<file path="src/rtl/fp_mul_arb_pkg.sv">
// Shared types, constants and IEEE-754 classification helpers for the
// FP multiplier arbiter.
package fp_mul_arb_pkg;

    typedef logic [31:0] fp32_t;

    localparam int    FP_W    = 32;
    localparam fp32_t FP_ZERO = 32'h00000000;
    localparam fp32_t FP_ONE  = 32'h3F800000;
    localparam fp32_t FP_QNAN = 32'h7FC00000;
    localparam int    STAT_W  = 16;

    // Zero exponent: true zero or a denormal, both treated as zero.
    function automatic logic fp_is_zero(input fp32_t x);
        return (x[30:23] == 8'h00);
    endfunction

    function automatic logic fp_is_inf(input fp32_t x);
        return (x[30:23] == 8'hFF) && (x[22:0] == 23'd0);
    endfunction

    function automatic logic fp_is_nan(input fp32_t x);
        return (x[30:23] == 8'hFF) && (x[22:0] != 23'd0);
    endfunction

endpackage

</file>
<file path="src/rtl/fp_mul_arbiter_fp_mul.sv">
// FP_mul: combinational IEEE-754 single-precision multiplier.
// Round-to-nearest-even. Denormal inputs and underflowing results become +0,
// and a zero operand always gives +0. Any NaN gives the canonical quiet NaN.
// Infinity and overflow give a signed infinity.
module FP_mul
    import fp_mul_arb_pkg::*;
(
    input  fp32_t a_i,
    input  fp32_t b_i,
    output fp32_t p_o
);

    logic        sign_s;
    logic [47:0] prod_s;
    logic [22:0] mant_pre_s;
    logic        guard_s;
    logic        sticky_s;
    logic        round_up_s;
    logic [23:0] mant_rnd_s;
    logic [9:0]  exp_raw_s;
    logic [9:0]  exp_rel_s;

    assign sign_s = a_i[31] ^ b_i[31];
    assign prod_s = {24'd0, 1'b1, a_i[22:0]} * {24'd0, 1'b1, b_i[22:0]};

    // Normalise the 48-bit mantissa product and pick the guard/sticky bits.
    always_comb begin
        mant_pre_s = 23'd0;
        guard_s    = 1'b0;
        sticky_s   = 1'b0;
        if (prod_s[47]) begin
            mant_pre_s = prod_s[46:24];
            guard_s    = prod_s[23];
            sticky_s   = |prod_s[22:0];
        end else begin
            mant_pre_s = prod_s[45:23];
            guard_s    = prod_s[22];
            sticky_s   = |prod_s[21:0];
        end
    end

    assign round_up_s = guard_s & (sticky_s | mant_pre_s[0]);
    assign mant_rnd_s = {1'b0, mant_pre_s} + {23'd0, round_up_s};
    // Biased sum plus normalisation and rounding carries; the bias is 127 too high.
    assign exp_raw_s  = {2'b00, a_i[30:23]} + {2'b00, b_i[30:23]}
                      + {9'd0, prod_s[47]} + {9'd0, mant_rnd_s[23]};
    assign exp_rel_s  = exp_raw_s - 10'd127;

    // Special-case selection and final packing.
    always_comb begin
        p_o = FP_ZERO;
        if (fp_is_zero(a_i) || fp_is_zero(b_i)) begin
            p_o = FP_ZERO;
        end else if (fp_is_nan(a_i) || fp_is_nan(b_i)) begin
            p_o = FP_QNAN;
        end else if (fp_is_inf(a_i) || fp_is_inf(b_i)) begin
            p_o = {sign_s, 8'hFF, 23'd0};
        end else if (exp_raw_s >= 10'd382) begin
            p_o = {sign_s, 8'hFF, 23'd0};
        end else if (exp_raw_s <= 10'd127) begin
            p_o = FP_ZERO;
        end else begin
            p_o = {sign_s, exp_rel_s[7:0], mant_rnd_s[22:0]};
        end
    end

endmodule

</file>
<file path="src/rtl/fp_mul_arbiter_rr_arbiter.sv">
// rr_arbiter: round-robin arbiter with a rotating priority pointer.
// The search starts at the pointer and wraps. On an advance the pointer
// moves to one past the winner. No grant is issued while rst is high.
module rr_arbiter #(
    parameter  int N   = 4,
    localparam int IDW = (N > 1) ? $clog2(N) : 1
) (
    input  logic           clk,
    input  logic           rst,
    input  logic [N-1:0]   req,
    input  logic           advance,
    output logic [N-1:0]   gnt,
    output logic [IDW-1:0] gnt_id
);

    logic [IDW-1:0] ptr_q;
    logic [IDW-1:0] ptr_d;
    logic [IDW:0]   sum_s;
    logic [IDW-1:0] cand_s;
    logic           found_s;

    // Scan requests from the pointer with wraparound; the first set bit wins.
    always_comb begin
        gnt     = '0;
        gnt_id  = '0;
        found_s = 1'b0;
        sum_s   = '0;
        cand_s  = '0;
        for (int k = 0; k < N; k++) begin
            sum_s = {1'b0, ptr_q} + (IDW+1)'(k);
            if (sum_s >= (IDW+1)'(N)) begin
                sum_s = sum_s - (IDW+1)'(N);
            end else begin
                sum_s = sum_s;
            end
            cand_s = sum_s[IDW-1:0];
            if (!found_s && !rst && req[cand_s]) begin
                gnt[cand_s] = 1'b1;
                gnt_id      = cand_s;
                found_s     = 1'b1;
            end else begin
                found_s     = found_s;
            end
        end
    end

    // Next pointer: one past the winner, only when a grant is taken.
    always_comb begin
        ptr_d = ptr_q;
        if (advance && found_s) begin
            if (gnt_id == IDW'(N - 1)) begin
                ptr_d = '0;
            end else begin
                ptr_d = gnt_id + IDW'(1'b1);
            end
        end else begin
            ptr_d = ptr_q;
        end
    end

    // Pointer register.
    always_ff @(posedge clk or posedge rst) begin
        if (rst) begin
            ptr_q <= '0;
        end else begin
            ptr_q <= ptr_d;
        end
    end

endmodule

</file>
<file path="src/rtl/fp_mul_arbiter.sv">
// fp_mul_arbiter: shares one FP_mul among NUM_REQ requesters.
// A round-robin grant in cycle 0 registers the operands into stage 1.
// The product is registered into stage 2 and returned with a one-hot tag.
// Optional per-requester grant counters are built when FP_MUL_ARB_STATS_EN
// is defined.
module fp_mul_arbiter
    import fp_mul_arb_pkg::*;
#(
    parameter int NUM_REQ = 4,
    parameter int ID_W    = (NUM_REQ > 1) ? $clog2(NUM_REQ) : 1
) (
    input  logic                    clk,
    input  logic                    rst,
    input  logic [NUM_REQ-1:0]      req_vld,
    input  logic [NUM_REQ*32-1:0]   req_a,
    input  logic [NUM_REQ*32-1:0]   req_b,
    output logic [NUM_REQ-1:0]      req_gnt,
    output logic [NUM_REQ-1:0]      rsp_vld,
    output logic [31:0]             rsp_out,
    output logic                    busy
`ifdef FP_MUL_ARB_STATS_EN
    ,
    input  logic                    stats_clr,
    output logic [NUM_REQ*STAT_W-1:0] gnt_cnt
`endif
);

    logic [NUM_REQ-1:0] gnt_s;
    logic [ID_W-1:0]    gnt_id_s;
    logic               adv_s;
    fp32_t              sel_a_s;
    fp32_t              sel_b_s;
    fp32_t              prod_s;

    logic               s1_vld_q, s1_vld_d;
    fp32_t              s1_a_q,   s1_a_d;
    fp32_t              s1_b_q,   s1_b_d;
    logic [ID_W-1:0]    s1_id_q,  s1_id_d;
    logic               s2_vld_q, s2_vld_d;
    logic [ID_W-1:0]    s2_id_q,  s2_id_d;
    fp32_t              s2_prod_q, s2_prod_d;

    assign adv_s = |gnt_s;

    rr_arbiter #(.N(NUM_REQ)) u_arb (
        .clk     (clk),
        .rst     (rst),
        .req     (req_vld),
        .advance (adv_s),
        .gnt     (gnt_s),
        .gnt_id  (gnt_id_s)
    );

    assign sel_a_s = req_a[{gnt_id_s, 5'd0} +: 32];
    assign sel_b_s = req_b[{gnt_id_s, 5'd0} +: 32];

    FP_mul u_fp_mul (
        .a_i (s1_a_q),
        .b_i (s1_b_q),
        .p_o (prod_s)
    );

    // Stage next-state: capture the winner, then its product; hold when idle.
    always_comb begin
        s1_vld_d  = adv_s;
        s1_a_d    = s1_a_q;
        s1_b_d    = s1_b_q;
        s1_id_d   = s1_id_q;
        s2_vld_d  = s1_vld_q;
        s2_id_d   = s1_id_q;
        s2_prod_d = s2_prod_q;
        if (adv_s) begin
            s1_a_d  = sel_a_s;
            s1_b_d  = sel_b_s;
            s1_id_d = gnt_id_s;
        end else begin
            s1_id_d = s1_id_q;
        end
        if (s1_vld_q) begin
            s2_prod_d = prod_s;
        end else begin
            s2_prod_d = s2_prod_q;
        end
    end

    // Pipeline registers; reset drops in-flight operations.
    always_ff @(posedge clk or posedge rst) begin
        if (rst) begin
            s1_vld_q  <= 1'b0;
            s1_a_q    <= FP_ZERO;
            s1_b_q    <= FP_ZERO;
            s1_id_q   <= '0;
            s2_vld_q  <= 1'b0;
            s2_id_q   <= '0;
            s2_prod_q <= FP_ZERO;
        end else begin
            s1_vld_q  <= s1_vld_d;
            s1_a_q    <= s1_a_d;
            s1_b_q    <= s1_b_d;
            s1_id_q   <= s1_id_d;
            s2_vld_q  <= s2_vld_d;
            s2_id_q   <= s2_id_d;
            s2_prod_q <= s2_prod_d;
        end
    end

    // One-hot response tag decoded from the stage-2 id.
    always_comb begin
        rsp_vld = '0;
        if (s2_vld_q) begin
            rsp_vld[s2_id_q] = 1'b1;
        end else begin
            rsp_vld = '0;
        end
    end

    assign req_gnt = gnt_s;
    assign rsp_out = s2_prod_q;
    assign busy    = s1_vld_q | s2_vld_q;

`ifdef FP_MUL_ARB_STATS_EN
    logic [NUM_REQ*STAT_W-1:0] cnt_q, cnt_d;

    // Grant counters: clear wins over increment, saturate at all-ones.
    always_comb begin
        cnt_d = cnt_q;
        for (int i = 0; i < NUM_REQ; i++) begin
            if (stats_clr) begin
                cnt_d[i*STAT_W +: STAT_W] = {STAT_W{1'b0}};
            end else if (gnt_s[i] && (cnt_q[i*STAT_W +: STAT_W] != {STAT_W{1'b1}})) begin
                cnt_d[i*STAT_W +: STAT_W] = cnt_q[i*STAT_W +: STAT_W] + STAT_W'(1'b1);
            end else begin
                cnt_d[i*STAT_W +: STAT_W] = cnt_q[i*STAT_W +: STAT_W];
            end
        end
    end

    // Counter register.
    always_ff @(posedge clk or posedge rst) begin
        if (rst) begin
            cnt_q <= '0;
        end else begin
            cnt_q <= cnt_d;
        end
    end

    assign gnt_cnt = cnt_q;
`endif

endmodule

</file>
<file path="config.mk">
export PLATFORM = sky130hd
export DESIGN_NAME = fp_mul_arbiter
export DESIGN_NICKNAME = d
export VERILOG_FILES = /design/src/rtl/fp_mul_arb_pkg.sv /design/src/rtl/fp_mul_arbiter_fp_mul.sv /design/src/rtl/fp_mul_arbiter_rr_arbiter.sv /design/src/rtl/fp_mul_arbiter.sv
export SDC_FILE = /design/constraint.sdc
export NUM_CORES = 2
export LEC_CHECK = 0
export CAP_MARGIN = 20
export CORE_ASPECT_RATIO = 0.7
export CORE_MARGIN = 2
export CORE_UTILIZATION = 35
export CTS_CLUSTER_DIAMETER = 50
export DETAILED_ROUTE_END_ITERATION = 10
export PLACE_DENSITY = 0.62
export SETUP_SLACK_MARGIN = 0.3
export SYNTH_ARGS = -nofsm -noshare
export SYNTH_HDL_FRONTEND = slang
export SYNTH_HIERARCHICAL = 1
export SYNTH_SLANG_ARGS = --single-unit
</file>
<file path="constraint.sdc">
create_clock -name clk -period 13.1 [get_ports clk]
set_clock_uncertainty 0.2 [all_clocks]
set_input_delay 2.62 -clock clk [delete_from_list [all_inputs] [get_ports clk]]
set_output_delay 2.62 -clock clk [all_outputs]
set_load 0.02 [all_outputs]
</file>
==> key figures <==
Clock tree
  – TritonCTS clock tree: built
  – CTS Hold Bufs: 0
  – Root Driver: clkbuf_16
  – Clock Sinks: 104
  – Worst-Skew Late Latency: 0.41 ns
  – Maximum level of the CTS H-tree: 3
  – Clock Tree Buf Depth: 2
  – Total CTS buffers: 9
  – Reg clk slew, reported paths: 0.09 ns

Synth
  – Mapped Cells: 2938
  – Synth area leader: fa_1
  – Yosys warns: 6
  – Netlist cell types: 93
  – Mapped cell area: 0.02740 mm²
  – Mean Syn Cell Area: 9.327 µm²
  – Primary FF master, synth: dfrtp_1
  – Synth Net Count: 3879
  – Flops & latches, synth: 104
  – Synth async-reset ratio: 1.000
  – Sequential fraction of the synthesis area: 0.09498
  – EDFF count, synth: 0
  – Area contributors post-synth: fa_1 35%, dfrtp_1 9.5%, ha_1 8.9%, inv_1 8.2%, and2_1 5.8%
  – Top cell type's share of synthesized area: 0.3536

Final layout
  – Ant diodes: 0
  – Highest-count cells in the layout ignoring fill and taps: 598 x inv_1, 484 x fa_1, 330 x nand2_1
  – Nets: 4122
  – Finished Cell Area: 0.03210 mm²
  – Commonest non-fill, non-tap cell in the layout: inv_1
  – Area Overhead vs Synth: 17.15%
  – Fraction of layout cells with a size suffix above 1: 0.1086

Timing
  – Relative slew slack: 0.3587
  – Hold Vio Cnt, Final: 0
  – Hold Worst Slack: 0.1827 ns
  – Setup TNS Final: 0 ns
  – Period utilisation layout: 0.9387
  – Count of final setup violators: 0
  – RSZ-0062 raised after global routing: no
  – Tmin final: 12.30 ns
  – Slew @ Worst Pin: 0.9620 ns
  – Slew Viols, Final: 0
  – F_max: 81.32 MHz

Route
  – Drt via density: 5.173
  – Post-route DRC: 0
  – Detailed-route wire length: 89.14 mm
  – Drt pass-1 iters: 5
  – Post-DR wirelength/cell: 21.07 µm
  – DRT iter0 DRCs: 2237
  – Vias: 21.88k
  – Final ANT Viol Nets: 0

Run
  – Max_cap viols: 0

Worst setup path
  – Most used cell, CP: fa_1
  – Critical path startpoint category: register
  – CP max stage cell: or4b_4
  – Reg2reg setup slack: 0.80 ns
  – CP top delay family: adder cells
  – Sum of buffers and inverters on the critical path: 7
  – Required @ worst endpoint: 13.25 ns
  – Worst path max stage delay: 0.58 ns
  – Crit path capture type: register
  – Maximum fanout along the worst path: 14
  – Arr. time, crit path: 12.45 ns
  – Crit path kind: register to register

Placement
  – RePlAce Congestion: 0.9475
  – PortBufs: 302
  – Detail Placement HPWL: 74.68 mm
  – DP Area: 0.03164 mm²

Global routing
  – Gr usage total: 0.2254
  – First-pass GRT wire length: 139.3 mm
  – Largest net degree at the start of global routing: 66
  – Initial antenna violation count: 7
  – Vias in the first global route: 22.15k
  – GRT overflow: 0

Floorplanning
  – DIE AREA: 0.08058 mm²
  – Die Y: 238.1 µm
  – Die Wd: 338.4 µm
  – Row count: 85
  – Core area: 0.07721 mm²
  – Initial core utilization: 0.3549
  – IO Count: 303

Worst hold path
  – Worst min path class: register to register

Status
  – Status: completed
-- layer usage --
metal | vias up | share of wire | GRT usage
li1 | 9775 | - | -
met1 | 11049 | 0.50 | 0.3668
met2 | 995 | 0.38 | 0.2856
met3 | 60 | 0.11 | 0.07537
met4 | 4 | 0.0097 | 0.02761
met5 | - | 0.00025 | 0
-- synthesized netlist by cell type, types with 12 or more instances --
library cell,number
nor3_1,27
a21oi_1,82
clkbuf_1,108
o21ai_0,48
nand4_1,29
xnor2_1,37
or3_1,12
and2_1,255
mux2i_1,12
o21a_1,12
and3_1,16
mux2_2,102
fa_1,484
inv_1,602
a211oi_1,14
xor2_1,24
buf_2,28
ha_1,195
nand3_1,26
nand2_1,330
dfrtp_1,104
nor2_1,98
mux4_2,65
a21o_1,23
nor4_1,16
-- path summary, 6_finish.rpt --
kind,cells after the start,end,from
setup / recovery,42,rsp_out[5],s1_b_q[0]
hold / removal,0,s2_id_q[0],s1_id_q[0]
setup reg to reg,42,rsp_out[5],s1_b_q[0]
hold reg to reg,0,s2_id_q[0],s1_id_q[0]
max in group asynchronous,3,s1_a_q[11],rst
min in group asynchronous,2,u_arb/ptr_q[1],rst
-- registers in the layout (all words and copies together) (netlist names), named ones only --
name and cells:
rsp_out 32, s1_a_q 32, s1_b_q 32, s1_id_q 2, s1_vld_q 1, s2_id_q 2
s2_vld_q 1, u_arb/ptr_q 1
-- final cells by class --
cell class              count  area [µm²]
clock buffers               9       225.2
clock inverters             7       88.84
fillers                  7601       45110
inverters                 606        2292
multi-input cells        2075       21880
flip-flops and latches    104        2641
well taps                1044        1306
repair buffers            385        3666
-- cell families (layout without fill, tap and decap cells) --
kind of cell               Yosys count  count (layout)  synth area share
and+or+nand+nor                    867             867            0.1600
buffers and inverters              759            1007            0.1087
adders and majority gates          679             679            0.4426
AOI/OAI and AO/OA                  283             283           0.07018
muxes                              184             184            0.1034
DFF                                104             104           0.09498
xor gates and xnor gates            62              62           0.02009
-- metrics by stage --
stage          worst slack (ns)    util  instances
3_5_place_dp             0.4915  0.4098       4209
4_1_cts                  0.4442  0.4138       4225
5_1_grt                  0.2805  0.4157       4230
2_1_floorplan             1.322       -       2938
3_3_place_gp             0.5867  0.4098       4209
6_report                 0.8035  0.4157       4230
-- worst reg2reg max path, delay by kind of cell (launching register included) --
kind	cells	cell delay [ns]
fa+ha+maj	11	5.21
mux	1	0.17
buf+inv	7	0.60
simple gates	12	3.39
compound gates	11	2.20
flops	1	0.48
-- what timing repair did --
action                     4_1_cts  5_1_grt
gates resized for setup          0       50
setup endpoints to repair        0       32
buffers inserted                 0        5
Power is not shown: default switching activity piles up to over one toggle a cycle in this logic, so the estimate is an artifact.
==> RTL edit: new RTL, same flow settings <==
Add a define of `FP_MUL_ARB_STATS_EN`.
--- a/src/rtl/fp_mul_arbiter.sv
+++ b/src/rtl/fp_mul_arbiter.sv
@@ -4,4 +4,6 @@
 // Optional per-requester grant counters are built when FP_MUL_ARB_STATS_EN
 // is defined.
+`define FP_MUL_ARB_STATS_EN
+
 module fp_mul_arbiter
     import fp_mul_arb_pkg::*;
Ports: changed (added gnt_cnt and stats_clr); port bits go from 303 to 368. The function was not compared with the original's and may differ.
==> RTL edit against the original RTL <==
Fmax down 1.0%. Cell area rose by 15%. Sequential share of layout area up 3.3 points. Sequential cell count up 64. Worst setup slack got worse by 0.13 ns. First-iteration DRC count grew 9.1%. Non-clock buffer count rose by 56. Final cell count increased by 14%. Routed wire length increased by 14%. Area after synthesis grew 14%.
Power is not shown: default switching activity piles up to over one toggle a cycle in this logic, so the estimate is an artifact.
==> RTL edit: results (changes against the original RTL) <==
| Metric | Value |
|---|---|
| Slowest cell on crit path | dfrtp_2 |
| Synth unique cells | 102 (+9.7%) |
| Pin count of the biggest net entering global routing | 69 (+4.5%) |
| Slew of the pin with the lowest slew margin | 1.08 ns (+0.121 ns) |
| Synth top area cells | fa_1 31%, dfrtp_1 13%, ha_1 8.0%, inv_1 7.4%, and2_1 5.1% |
| CTS Buffer Depth | 2 (unchanged) |
| Slew Limit Fails | 0 (unchanged) |
| Placement Setup Slack | 0.539 ns (+0.0471 ns) |
| Routability cong. | 0.974 (+2.8%) |
| CP Max Fanout | 16 (+2) |
| Routed wire length | 102,000 um (+14%) |
| Syn Nets | 4,295 (+11%) |
| Share of cells above drive strength 1 | 10.5% (-0.32 points) |
| Post-synthesis sequential area ratio | 13.5% (+4.0 points) |
| CTS HTree Levels | 4 (+1) |
| Status | complete, no violations |
| Via density per instance | 5.35 (+3.4%) |
| Number of global-route vias before repair | 25,400 (+15%) |
| Global Route Usage Sum | 22.2% (-0.34 points) |
| 1st-pass router iterations | 6 (+1) |
| Buffers on Ports | 367 (+22%) |
| Global-route wire length before repair | 156,000 um (+12%) |
| TritonCTS buffer count | 17 (+8) |
| Critical Path AT | 12.62 ns (+0.17 ns) |
| Final #Nets | 4,585 (+11%) |
| Most frequent cells after synthesis | 616 x inv_1, 484 x fa_1, 359 x nand2_1 |
| Detailed placement HPWL | 83,200 um (+11%) |
| Initial antenna violation count | 2 (-5) |
| Initial DRC count | 2,441 (+9.1%) |
-- RTL edit: per-stage QoR --
| stage | cell area, um2 | utilization (%) | instances | hold slack (ns) |
|---|---|---|---|---|
| 4_1_cts | 36700 | 41.6 | 4808 | 0.177 |
| 5_1_grt | 36800 | 41.8 | 4814 | 0.205 |
| 3_3_place_gp | 36100 | 40.9 | 4776 | 0.154 |
| 3_5_place_dp | 36100 | 40.9 | 4776 | 0.158 |
| 6_report | 36800 | 41.8 | 4817 | 0.175 |
| 2_1_floorplan | 31200 | - | 3349 | 0.149 |
-- RTL edit: cells by family after synthesis --
logic type	count (synthesis)	synth area share [%]
compound gates	393	8.70
simple gates	1050	17.4
flops	168	13.5
xor+xnor	71	1.99
fa+ha+maj	683	39.1
mux	194	9.42
buf+inv	790	9.98
-- RTL edit: worst paths after layout --
kind,startpoint,end,slack (ns)
setup reg to reg,s1_a_q[17],rsp_out[22],0.68
setup / recovery,s1_a_q[17],rsp_out[22],0.68
max in group asynchronous,rst,rsp_out[12],7.97
hold / removal,s1_id_q[0],s2_id_q[0],0.18
hold reg to reg,s1_id_q[0],s2_id_q[0],0.18
min in group asynchronous,rst,asynchronous set/reset pin,2.54
-- RTL edit: layout make-up --
type                    instances  area, um2
fillers                      8712      51300
flip-flops and latches        168       4250
inverters                     620       2350
well taps                    1162       1450
clock inverters                15        170
repair buffers                441       4240
diodes                          3       7.51
multi-input cells            2391      23900
clock buffers                  17        425
-- RTL edit: repair_timing --
action	4_1_cts	5_1_grt
gates resized for setup	0	52
setup buffers	0	4
hold buffers	0	0
setup endpoints to repair	0	32
-- RTL edit: layer usage --
metal	up-vias	wire length [um]	GRT usage [%]
li1	11500	-	-
met1	13100	48800	34.9
met2	1079	41700	30.1
met3	79	10100	6.39
met4	2	1120	2.96
met5	-	74	0.636
